===== src/rtl/mult_seq_ctrl_if.sv =====
// Operand/product handshake bundle for the sequential signed multiplier.
// The slave side is the multiplier. The master side is whoever drives
// the requests and consumes the products.
interface mult_seq_ctrl_if #(
  parameter int M = 5,
  parameter int N = 4
);
  logic             req0_valid;
  logic             req0_ready;
  logic [M-1:0]     req0_a;
  logic [N-1:0]     req0_b;
  logic             req1_valid;
  logic             req1_ready;
  logic [M-1:0]     req1_a;
  logic [N-1:0]     req1_b;
  logic             out_valid;
  logic             out_ready;
  logic [M+N-1:0]   out_prod;
  logic             out_id;
  logic             busy;

  modport slave (
    input  req0_valid, req0_a, req0_b,
    input  req1_valid, req1_a, req1_b,
    input  out_ready,
    output req0_ready, req1_ready,
    output out_valid, out_prod, out_id, busy
  );

  modport master (
    output req0_valid, req0_a, req0_b,
    output req1_valid, req1_a, req1_b,
    output out_ready,
    input  req0_ready, req1_ready,
    input  out_valid, out_prod, out_id, busy
  );
endinterface


===== src/rtl/mult_seq_ctrl.sv =====
// Sequential signed multiplier controller.
// Two requesters share one shift-add datapath through a round-robin arbiter.
// The datapath multiplies operand magnitudes over N iterations, and the
// product sign is applied in a single final step.
module mult_seq_ctrl #(
  parameter int M = 5,
  parameter int N = 4
) (
  input  logic               clk,
  input  logic               rst_n,
  mult_seq_ctrl_if.slave     bus
);

  localparam int W  = M + N;          // product / accumulator width
  localparam int BW = N + 1;          // |b| needs one extra bit for the most negative b
  localparam int CW = (N > 1) ? $clog2(N) : 1;

  localparam logic [1:0] S_IDLE = 2'd0;
  localparam logic [1:0] S_ITER = 2'd1;
  localparam logic [1:0] S_SIGN = 2'd2;
  localparam logic [1:0] S_DONE = 2'd3;

  logic [1:0]    state;
  logic [W-1:0]  a_reg;
  logic [BW-1:0] b_reg;
  logic [W-1:0]  acc;
  logic [CW-1:0] cnt;
  logic          sign;
  logic          id;
  logic          rr_last;

  logic          out_valid;
  logic [W-1:0]  out_prod;
  logic          out_id;

  logic          grant;
  logic          ready0;
  logic          ready1;
  logic          accept;
  logic [M-1:0]  sel_a;
  logic [N-1:0]  sel_b;
  logic [W-1:0]  a_ext;
  logic [W-1:0]  a_mag;
  logic [BW-1:0] b_ext;
  logic [BW-1:0] b_mag;
  logic          last_iter;

  // Round-robin grant and the combinational accept handshake (IDLE only).
  always_comb begin
    // NOTE: every always_comb output gets a default first so no path can leave it unassigned and infer a latch.
    grant = 1'b0;
    if (bus.req0_valid && bus.req1_valid) begin
      grant = ~rr_last;
    end else if (bus.req1_valid) begin
      grant = 1'b1;
    end
    ready0 = (state == S_IDLE) && bus.req0_valid && !grant;
    ready1 = (state == S_IDLE) && bus.req1_valid &&  grant;
    accept = ready0 || ready1;
  end

  // Operand magnitudes of the granted requester.
  always_comb begin
    sel_a = grant ? bus.req1_a : bus.req0_a;
    sel_b = grant ? bus.req1_b : bus.req0_b;
    // The operands are sign-extended before negation, so the most negative value
    // (e.g. -16) becomes its true magnitude (16) rather than wrapping.
    a_ext = {{N{sel_a[M-1]}}, sel_a};
    b_ext = {sel_b[N-1], sel_b};
    a_mag = sel_a[M-1] ? (~a_ext + W'(1))  : a_ext;
    b_mag = sel_b[N-1] ? (~b_ext + BW'(1)) : b_ext;
  end

  assign last_iter = (cnt == CW'(N - 1));

  // Control FSM: IDLE -> ITER (N edges) -> SIGN -> DONE -> IDLE.
  always_ff @(posedge clk or negedge rst_n) begin
    if (!rst_n) begin
      state <= S_IDLE;
    end else begin
      // NOTE: sequential state uses non-blocking assignments so every flop samples pre-edge values.
      case (state)
        S_IDLE:  if (accept)                     state <= S_ITER;
        S_ITER:  if (last_iter)                  state <= S_SIGN;
        S_SIGN:                                  state <= S_DONE;
        S_DONE:  if (bus.out_ready)              state <= S_IDLE;
        default:                                 state <= S_IDLE;
      endcase
    end
  end

  // Operand capture on accept, then one shift-add step per ITER cycle.
  always_ff @(posedge clk or negedge rst_n) begin
    if (!rst_n) begin
      // NOTE: the datapath registers are reset as well, so a reset in mid-operation leaves no trace of the aborted product.
      a_reg   <= '0;
      b_reg   <= '0;
      acc     <= '0;
      cnt     <= '0;
      sign    <= 1'b0;
      id      <= 1'b0;
      rr_last <= 1'b1;                       // requester 0 wins the first tie
    end else begin
      case (state)
        S_IDLE: begin
          if (accept) begin
            a_reg   <= a_mag;
            b_reg   <= b_mag;
            acc     <= '0;
            cnt     <= '0;
            sign    <= sel_a[M-1] ^ sel_b[N-1];
            id      <= grant;
            rr_last <= grant;
          end
        end
        S_ITER: begin
          acc   <= acc + (b_reg[0] ? a_reg : '0);
          a_reg <= a_reg << 1;
          b_reg <= b_reg >> 1;
          cnt   <= cnt + CW'(1);
        end
        default: ;
      endcase
    end
  end

  // Output register: loaded in SIGN, held through DONE until consumed.
  always_ff @(posedge clk or negedge rst_n) begin
    if (!rst_n) begin
      out_valid <= 1'b0;
      out_prod  <= '0;
      out_id    <= 1'b0;
    end else begin
      if (state == S_SIGN) begin
        // Negating a zero accumulator gives zero, so a zero product with sign=1 stays 0.
        out_prod  <= sign ? (~acc + W'(1)) : acc;
        out_id    <= id;
        out_valid <= 1'b1;
      end else if (state == S_DONE && bus.out_ready) begin
        out_valid <= 1'b0;
      end
    end
  end

  assign bus.req0_ready = ready0;
  assign bus.req1_ready = ready1;
  assign bus.out_valid  = out_valid;
  assign bus.out_prod   = out_prod;
  assign bus.out_id     = out_id;
  assign bus.busy       = (state != S_IDLE);

endmodule


===== src/flat_wrapper.sv =====
// flat-port wrapper written by rule: the top's interface ports become plain ports
module mult_seq_ctrl_flat 
#(
  parameter int M = 5,
  parameter int N = 4
)
  (clk, rst_n, bus_req0_valid, bus_req0_a, bus_req0_b, bus_req1_valid, bus_req1_a, bus_req1_b, bus_out_ready, bus_req0_ready, bus_req1_ready, bus_out_valid, bus_out_prod, bus_out_id, bus_busy);
  mult_seq_ctrl_if #(.M(M), .N(N)) bus_i ();
  input  logic clk;
  input  logic rst_n;
  input wire logic [$bits(bus_i.req0_valid)-1:0] bus_req0_valid;
  input wire logic [$bits(bus_i.req0_a)-1:0] bus_req0_a;
  input wire logic [$bits(bus_i.req0_b)-1:0] bus_req0_b;
  input wire logic [$bits(bus_i.req1_valid)-1:0] bus_req1_valid;
  input wire logic [$bits(bus_i.req1_a)-1:0] bus_req1_a;
  input wire logic [$bits(bus_i.req1_b)-1:0] bus_req1_b;
  input wire logic [$bits(bus_i.out_ready)-1:0] bus_out_ready;
  output wire logic [$bits(bus_i.req0_ready)-1:0] bus_req0_ready;
  output wire logic [$bits(bus_i.req1_ready)-1:0] bus_req1_ready;
  output wire logic [$bits(bus_i.out_valid)-1:0] bus_out_valid;
  output wire logic [$bits(bus_i.out_prod)-1:0] bus_out_prod;
  output wire logic [$bits(bus_i.out_id)-1:0] bus_out_id;
  output wire logic [$bits(bus_i.busy)-1:0] bus_busy;
  assign bus_i.req0_valid = bus_req0_valid;
  assign bus_i.req0_a = bus_req0_a;
  assign bus_i.req0_b = bus_req0_b;
  assign bus_i.req1_valid = bus_req1_valid;
  assign bus_i.req1_a = bus_req1_a;
  assign bus_i.req1_b = bus_req1_b;
  assign bus_i.out_ready = bus_out_ready;
  assign bus_req0_ready = bus_i.req0_ready;
  assign bus_req1_ready = bus_i.req1_ready;
  assign bus_out_valid = bus_i.out_valid;
  assign bus_out_prod = bus_i.out_prod;
  assign bus_out_id = bus_i.out_id;
  assign bus_busy = bus_i.busy;
  mult_seq_ctrl #(.M(M), .N(N)) u_core (.clk(clk), .rst_n(rst_n), .bus(bus_i));
endmodule

===== config.mk =====
export PLATFORM = sky130hd
export DESIGN_NAME = mult_seq_ctrl_flat
export DESIGN_NICKNAME = d
export VERILOG_FILES = /design/src/rtl/mult_seq_ctrl_if.sv /design/src/rtl/mult_seq_ctrl.sv /design/src/flat_wrapper.sv
export SDC_FILE = /design/constraint.sdc
export NUM_CORES = 1
export LEC_CHECK = 0
export CORE_ASPECT_RATIO = 0.7
export CORE_UTILIZATION = 43
export CTS_CLUSTER_DIAMETER = 200
export DETAILED_ROUTE_END_ITERATION = 16
export GPL_TIMING_DRIVEN = 0
export PLACE_DENSITY = 0.69
export SYNTH_ARGS = -nofsm -noshare
export SYNTH_HDL_FRONTEND = slang
export SYNTH_SLANG_ARGS = --single-unit
export TNS_END_PERCENT = 1

===== constraint.sdc =====
create_clock -name clk -period 3 [get_ports clk]
set_input_delay 0.9 -clock clk [delete_from_list [all_inputs] [get_ports clk]]
set_output_delay 0.9 -clock clk [all_outputs]
set_load 0.02 [all_outputs]

==> results.md, run 1 <==
- Vias in the first global route: 1,817
- Dominant cell type by area after synthesis: dfrtp_1
- Crit-path max FO: 8
- Final GP Congestion: 0.874
- Fin. Hold Viols: 0
- Clk buf depth: 2
- Max-slew violations: 0
- GRT busiest layer: met2
- Final WL: 5030 um
- Core area: 5730 sq um
- RSZ-0062 raised after global routing: no
- Fmax: 375 MHz
- Ys Warns: 0
- Largest net degree at the start of global routing: 31
- Count of final setup violators: 0
- Fill count: 538
- Total CTS buffers: 5
- CP startpoint kind: flip-flop
- Total track usage: 18.3%
- P per Cell Area: 954 nW/um^2
- Worst r2r path cells: 9
- Slew HR: 64.3%
- Vias: 1,947
- Share of layout cells above drive strength 1: 11.3%
- Register bit total from synthesis: 41
- MaxCap Viol Count: 0
- Core Util, Final: 55.2%
- Critical path class: reg2out
- Routed len/inst: 13.3 um
- Initial antenna violation count: 0
- Tmin final: 2.66 ns
- CP arrival: 1.76 ns
- Post-detailed-placement half-perimeter wirelength: 3930 um
- Initial core utilization: 44.5%
- Clock slew at reported path FFs: 0.08 ns
- Leakage: 0.00141 uW
- Commonest non-fill, non-tap cells in the layout: dfrtp_1 (40), clkdlybuf4s50_1 (31), nand2_1 (19), nor2_1 (19), o21ai_0 (19)
- Worst slew pin tran: 0.521 ns
- Met1 usage: 27.0%
- Mean Syn Cell Area: 9.95 sq um
- Critical-path cell list: inv_1 > ha_1 > inv_2 > clkdlybuf4s50_1
- Fin Clk Skew: 0.0105 ns
- TritonRoute pass-1 iters: 4
- GR Util met3: 4.25%
- Rows: 23
- CTS tree: built
- Worst min-delay path class: in2async
- # IOs: 37
- Synth area leaders: dfrtp_1 (39%), ha_1 (8.4%), a22o_1 (4.1%)
- VDD IR max: 290 uV
- Pre-CTS setup slack: -0.710 ns
- Ant. Diodes: 0
- Post-synth top area share: 39.3%
- Antenna-violating nets left: 0
- Tcrit/Tclk final: 88.8%
- CP peak stage delay: 0.59 ns
- Cell area after synthesis: 2550 sq um
- Delay-heaviest family, CP: buffers and inverters
- Die width: 94.0 um
- Hold Buf Count CTS: 0
- Routing usage on met2: 27.1%
- CTS Sinks: 41
- Fin nets: 342
- First-pass GRT wire length: 8780 um
- Critical Path Slowest Stage Cell: clkdlybuf4s50_1
- Critical path data required time: 2.10 ns
- Worst path buffer plus inverter count: 3
- Port bufs: 36
- Library cells used by synthesis: 44
- Total gr overflow: 0
- Die Y: 66.4 um
- Die ar.: 6240 sq um
- Root Buffer: clkbuf_8
- Status: finished, final reports clean
- Crit end category: primary output
- Final setup margin: 0.335 ns
- Sequential share of the synthesized area: 40.3%
- Via density: 5.16
- Commonest non-fill, non-tap cell in the layout: dfrtp_1
- WP depth: 4
- Post-synth net total: 297
- Drt initial violations: 83
- DRC errors left: 0
- Mapped Cells: 256
- Worst-Skew Late Latency: 0.29 ns
- P&R area growth vs syn: 24.2%
- # H-tree levels: 2
-- per-layer routing --
layer	up-vias	wire, um
li1	1021	-
met1	891	2780
met2	33	2040
met3	2	192
met4	0	17
met5	-	0
-- cell usage after synthesis (all sizes together) --
cell type	n
mux2i	8
or3	2
a31oi	2
xnor2	11
mux2	6
and2	11
nor3b	1
nor4b	3
a22oi	4
a21o	3
a221o	2
a21boi	1
nand3	2
buf	7
dfstp	1
o31ai	5
nor3	2
fa	1
nor2	19
o211ai	5
dfrtp	40
clkbuf	5
o21bai	1
inv	8
mux4	1
and4	1
or4	1
nand2	19
o221a	1
a211oi	2
xor2	6
o22ai	1
or4b	1
a21oi	17
a22o	12
nand3b	1
nor2b	5
o21ai	19
ha	17
nand2b	2
-- where the power goes --
group | internal (uW) | leakage (uW) | total [uW] | switching [uW]
combinational | 755 | 0.000829 | 1610 | 857
sequential | 792 | 0.000523 | 974 | 183
clock | 247 | 0.0000552 | 429 | 182
-- worst paths after layout --
check                                           from                     end  slack (ns)
worst max-delay path                 u_core.state[0]                bus_busy        0.34
worst max register to register       u_core.b_reg[0]           u_core.acc[8]        0.45
min in group clk                u_core.bus.out_valid    u_core.bus.out_valid        0.48
worst min register to register  u_core.bus.out_valid    u_core.bus.out_valid        0.48
worst min-delay path                           rst_n  u_core.bus.out_prod[3]        0.48
max in group asynchronous                      rst_n          u_core.rr_last        2.00
-- layout make-up --
type	count	area [sq um]	share of cell area [%]
sequential	41	1030	32.5
tap	75	93.8	2.97
inverter	8	30.0	0.950
clock inverter	2	35.0	1.11
timing repair buffer	39	395	12.5
buffer	11	81.3	2.57
clock buffer	6	72.6	2.30
multi-input combinational	195	1430	45.1
-- cells by family (layout without fill, tap and decap cells) --
| group | Yosys count | after routing | share of synthesized area [%] |
|---|---|---|---|
| fa+ha+maj | 18 | 18 | 9.14 |
| buf+inv | 20 | 66 | 4.32 |
| flops | 41 | 41 | 40.3 |
| compound gates | 75 | 75 | 19.5 |
| simple gates | 70 | 70 | 14.2 |
| mux | 15 | 15 | 6.68 |
| xor+xnor | 17 | 17 | 5.85 |
-- through the flow --
step	std cells	power (uW)	instance area, sq um	hold WS [ns]	setup TNS [ns]
2_1_floorplan	256	2100	2550	0.444	0
3_3_place_gp	367	2550	3000	0.461	-1.54
3_5_place_dp	368	2590	3020	0.466	-1.60
4_1_cts	377	3040	3140	0.478	0
5_1_grt	377	3290	3160	0.485	0
6_report	377	3020	3160	0.480	0
-- what timing repair did --
| item | CTS | global route |
|---|---|---|
| resized for setup | 10 | 5 |
| pin swaps | 0 | 0 |
| buffers inserted | 2 | 0 |
| setup endpoints to repair | 3 | 3 |
| cloned | 0 | 0 |
(Power assumes the default switching activity.)
==> run 2: changes to the inputs <==
- CORE_UTILIZATION: 43 -> 50
- PLACE_DENSITY: 0.69 -> 0.77
==> run 2 against run 1 <==
  * Hold slack is essentially flat
  * Die area is 14% lower
  * Total power up 1.4%
  * Critical endpoint unchanged
==> results.md, run 2 (synthesis results as in run 1) <==
- Post-detailed-placement half-perimeter wirelength: 4120 um
- Metal-1 WL: 2810 um
- Tcrit/Tclk final: 89.5%
- Initial antenna violation count: 0
- Core area: 4830 sq um
- Non-filler cells, final: 371
- Largest net degree at the start of global routing: 22
- Critical path data required time: 2.10 ns
- Die ar.: 5390 sq um
- Core Util, Final: 65.7%
- Routed len/inst: 14.6 um
- Drt initial violations: 113
- MaxCap Viol Count: 0
- Fin. Hold Viols: 0
- DRC errors left: 0
- Critical path class: reg2out
- Clock slew at reported path FFs: 0.08 ns
- Fmax: 373 MHz
- Status: finished, final reports clean
- Leakage: 0.00141 uW
- Antenna-violating nets left: 0
- Initial core utilization: 52.7%
- # H-tree levels: 2
- Critical-path cell list: inv_1 > ha_1 > inv_2 > clkdlybuf4s50_1
- Hold Buf Count CTS: 0
- Max layer used: met4
- Die width: 87.3 um
- # IOs: 37
- VDD IR max: 363 uV
- Total power draw: 3060 uW
- Worst min-delay path class: reg2reg
- RSZ-0062 raised after global routing: no
- Final GP Congestion: 0.812
- Die Y: 61.7 um
- Fin nets: 342
- P per Cell Area: 962 nW/um^2
- TritonRoute pass-1 iters: 4
- Tmin final: 2.68 ns
- Total CTS buffers: 5
- Commonest non-fill, non-tap cells in the layout: dfrtp_1 (40), clkdlybuf4s50_1 (31), nand2_1 (19), nor2_1 (19), o21ai_0 (19)
- Vias: 2,053
- Crit-path max FO: 8
- Final WL: 5410 um
- Fin Clk Skew: 0.00666 ns
- Via density: 5.53
- Root Buffer: clkbuf_8
- CTS Sinks: 41
- Critical Path Slowest Stage Cell: clkdlybuf4s50_1
- Worst-Skew Late Latency: 0.29 ns
- Ant. Diodes: 0
- CTS tree: built
- CP startpoint kind: flip-flop
- Commonest non-fill, non-tap cell in the layout: dfrtp_1
- P&R area growth vs syn: 24.8%
- CP arrival: 1.78 ns
- Crit end category: primary output
- Total track usage: 22.4%
- Rows: 21
- Slew HR: 63.9%
- Length of routed met3 wiring: 191 um
- CP peak stage delay: 0.60 ns
- Post-Place Cells: 362
- Max-slew violations: 0
- Share of layout cells above drive strength 1: 11.6%
- Total gr overflow: 0
- Vias in the first global route: 1,924
- DR WL met2: 2360 um
- Count of final setup violators: 0
- Hold slack final: 0.480 ns
- First-pass GRT wire length: 9020 um
- Worst slew pin tran: 0.527 ns
- Clk buf depth: 2
- Port bufs: 36
## run 2: cell count changes in the layout (fill, tap and decap cells not counted)
cell | previous run | this run
buf_12 | 2 | 1
buf_16 | 0 | 1
buf_6 | 3 | 2
buf_8 | 0 | 1
mux2i_1 | 7 | 6
mux2i_4 | 0 | 1
## run 2: path summary, 6_finish.rpt
check | from | endpoint | slack (ns) | cells after the start
max in group asynchronous | rst_n | u_core.rr_last | 1.88 | 2
setup reg to reg | u_core.b_reg[0] | u_core.acc[8] | 0.35 | 9
setup / recovery | u_core.state[0] | bus_busy | 0.32 | 4
hold / removal | u_core.bus.out_valid | u_core.bus.out_valid | 0.48 | 1
hold reg to reg | u_core.bus.out_valid | u_core.bus.out_valid | 0.48 | 1
min in group asynchronous | rst_n | u_core.state[0] | 0.57 | 1
## run 2: per-layer routing
metal,GRT usage (%),vias to the layer above
met5,0,-
met3,4.76,7
met4,6.32,0
met1,32.6,984
li1,-,1015
met2,34.2,47
## run 2: area by class of cell
type                            instances  area, sq um
Buffer                                 11         81.3
Timing Repair Buffer                   39          407
Sequential cell                        41         1030
Fill cell                             415         1660
Clock inverter                          2         35.0
Clock buffer                            6         72.6
Inverter                                8         30.0
Multi-Input combinational cell        195         1440
Tap cell                               69         86.3
## run 2: report_power, final
group	switching [uW]	internal (uW)	leakage [uW]
sequential	187	792	0.000523
combinational	879	762	0.000834
clock	191	247	0.0000552
## run 2: stage by stage
| step | setup slack (ns) | cell area [sq um] | setup TNS, ns |
|---|---|---|---|
| 5_1_grt | 0.189 | 3180 | 0 |
| 4_1_cts | 0.00761 | 3140 | 0 |
| 2_1_floorplan | 0.436 | 2550 | 0 |
| 6_report | 0.316 | 3180 | 0 |
| 3_5_place_dp | -0.746 | 3020 | -1.75 |
| 3_3_place_gp | -0.687 | 2990 | -2.22 |
## run 2: what timing repair did
item,CTS,global route
endpoints found under the setup margin,3,5
gates resized for setup,10,8
cloned,0,0
buffers inserted,2,0
## run 2: worst max-delay path: cells and delay by family, from the launching register on
family / cells / cell delay [ns]
flops: 1 / 0.39
fa+ha+maj: 1 / 0.31
buf+inv: 3 / 0.79
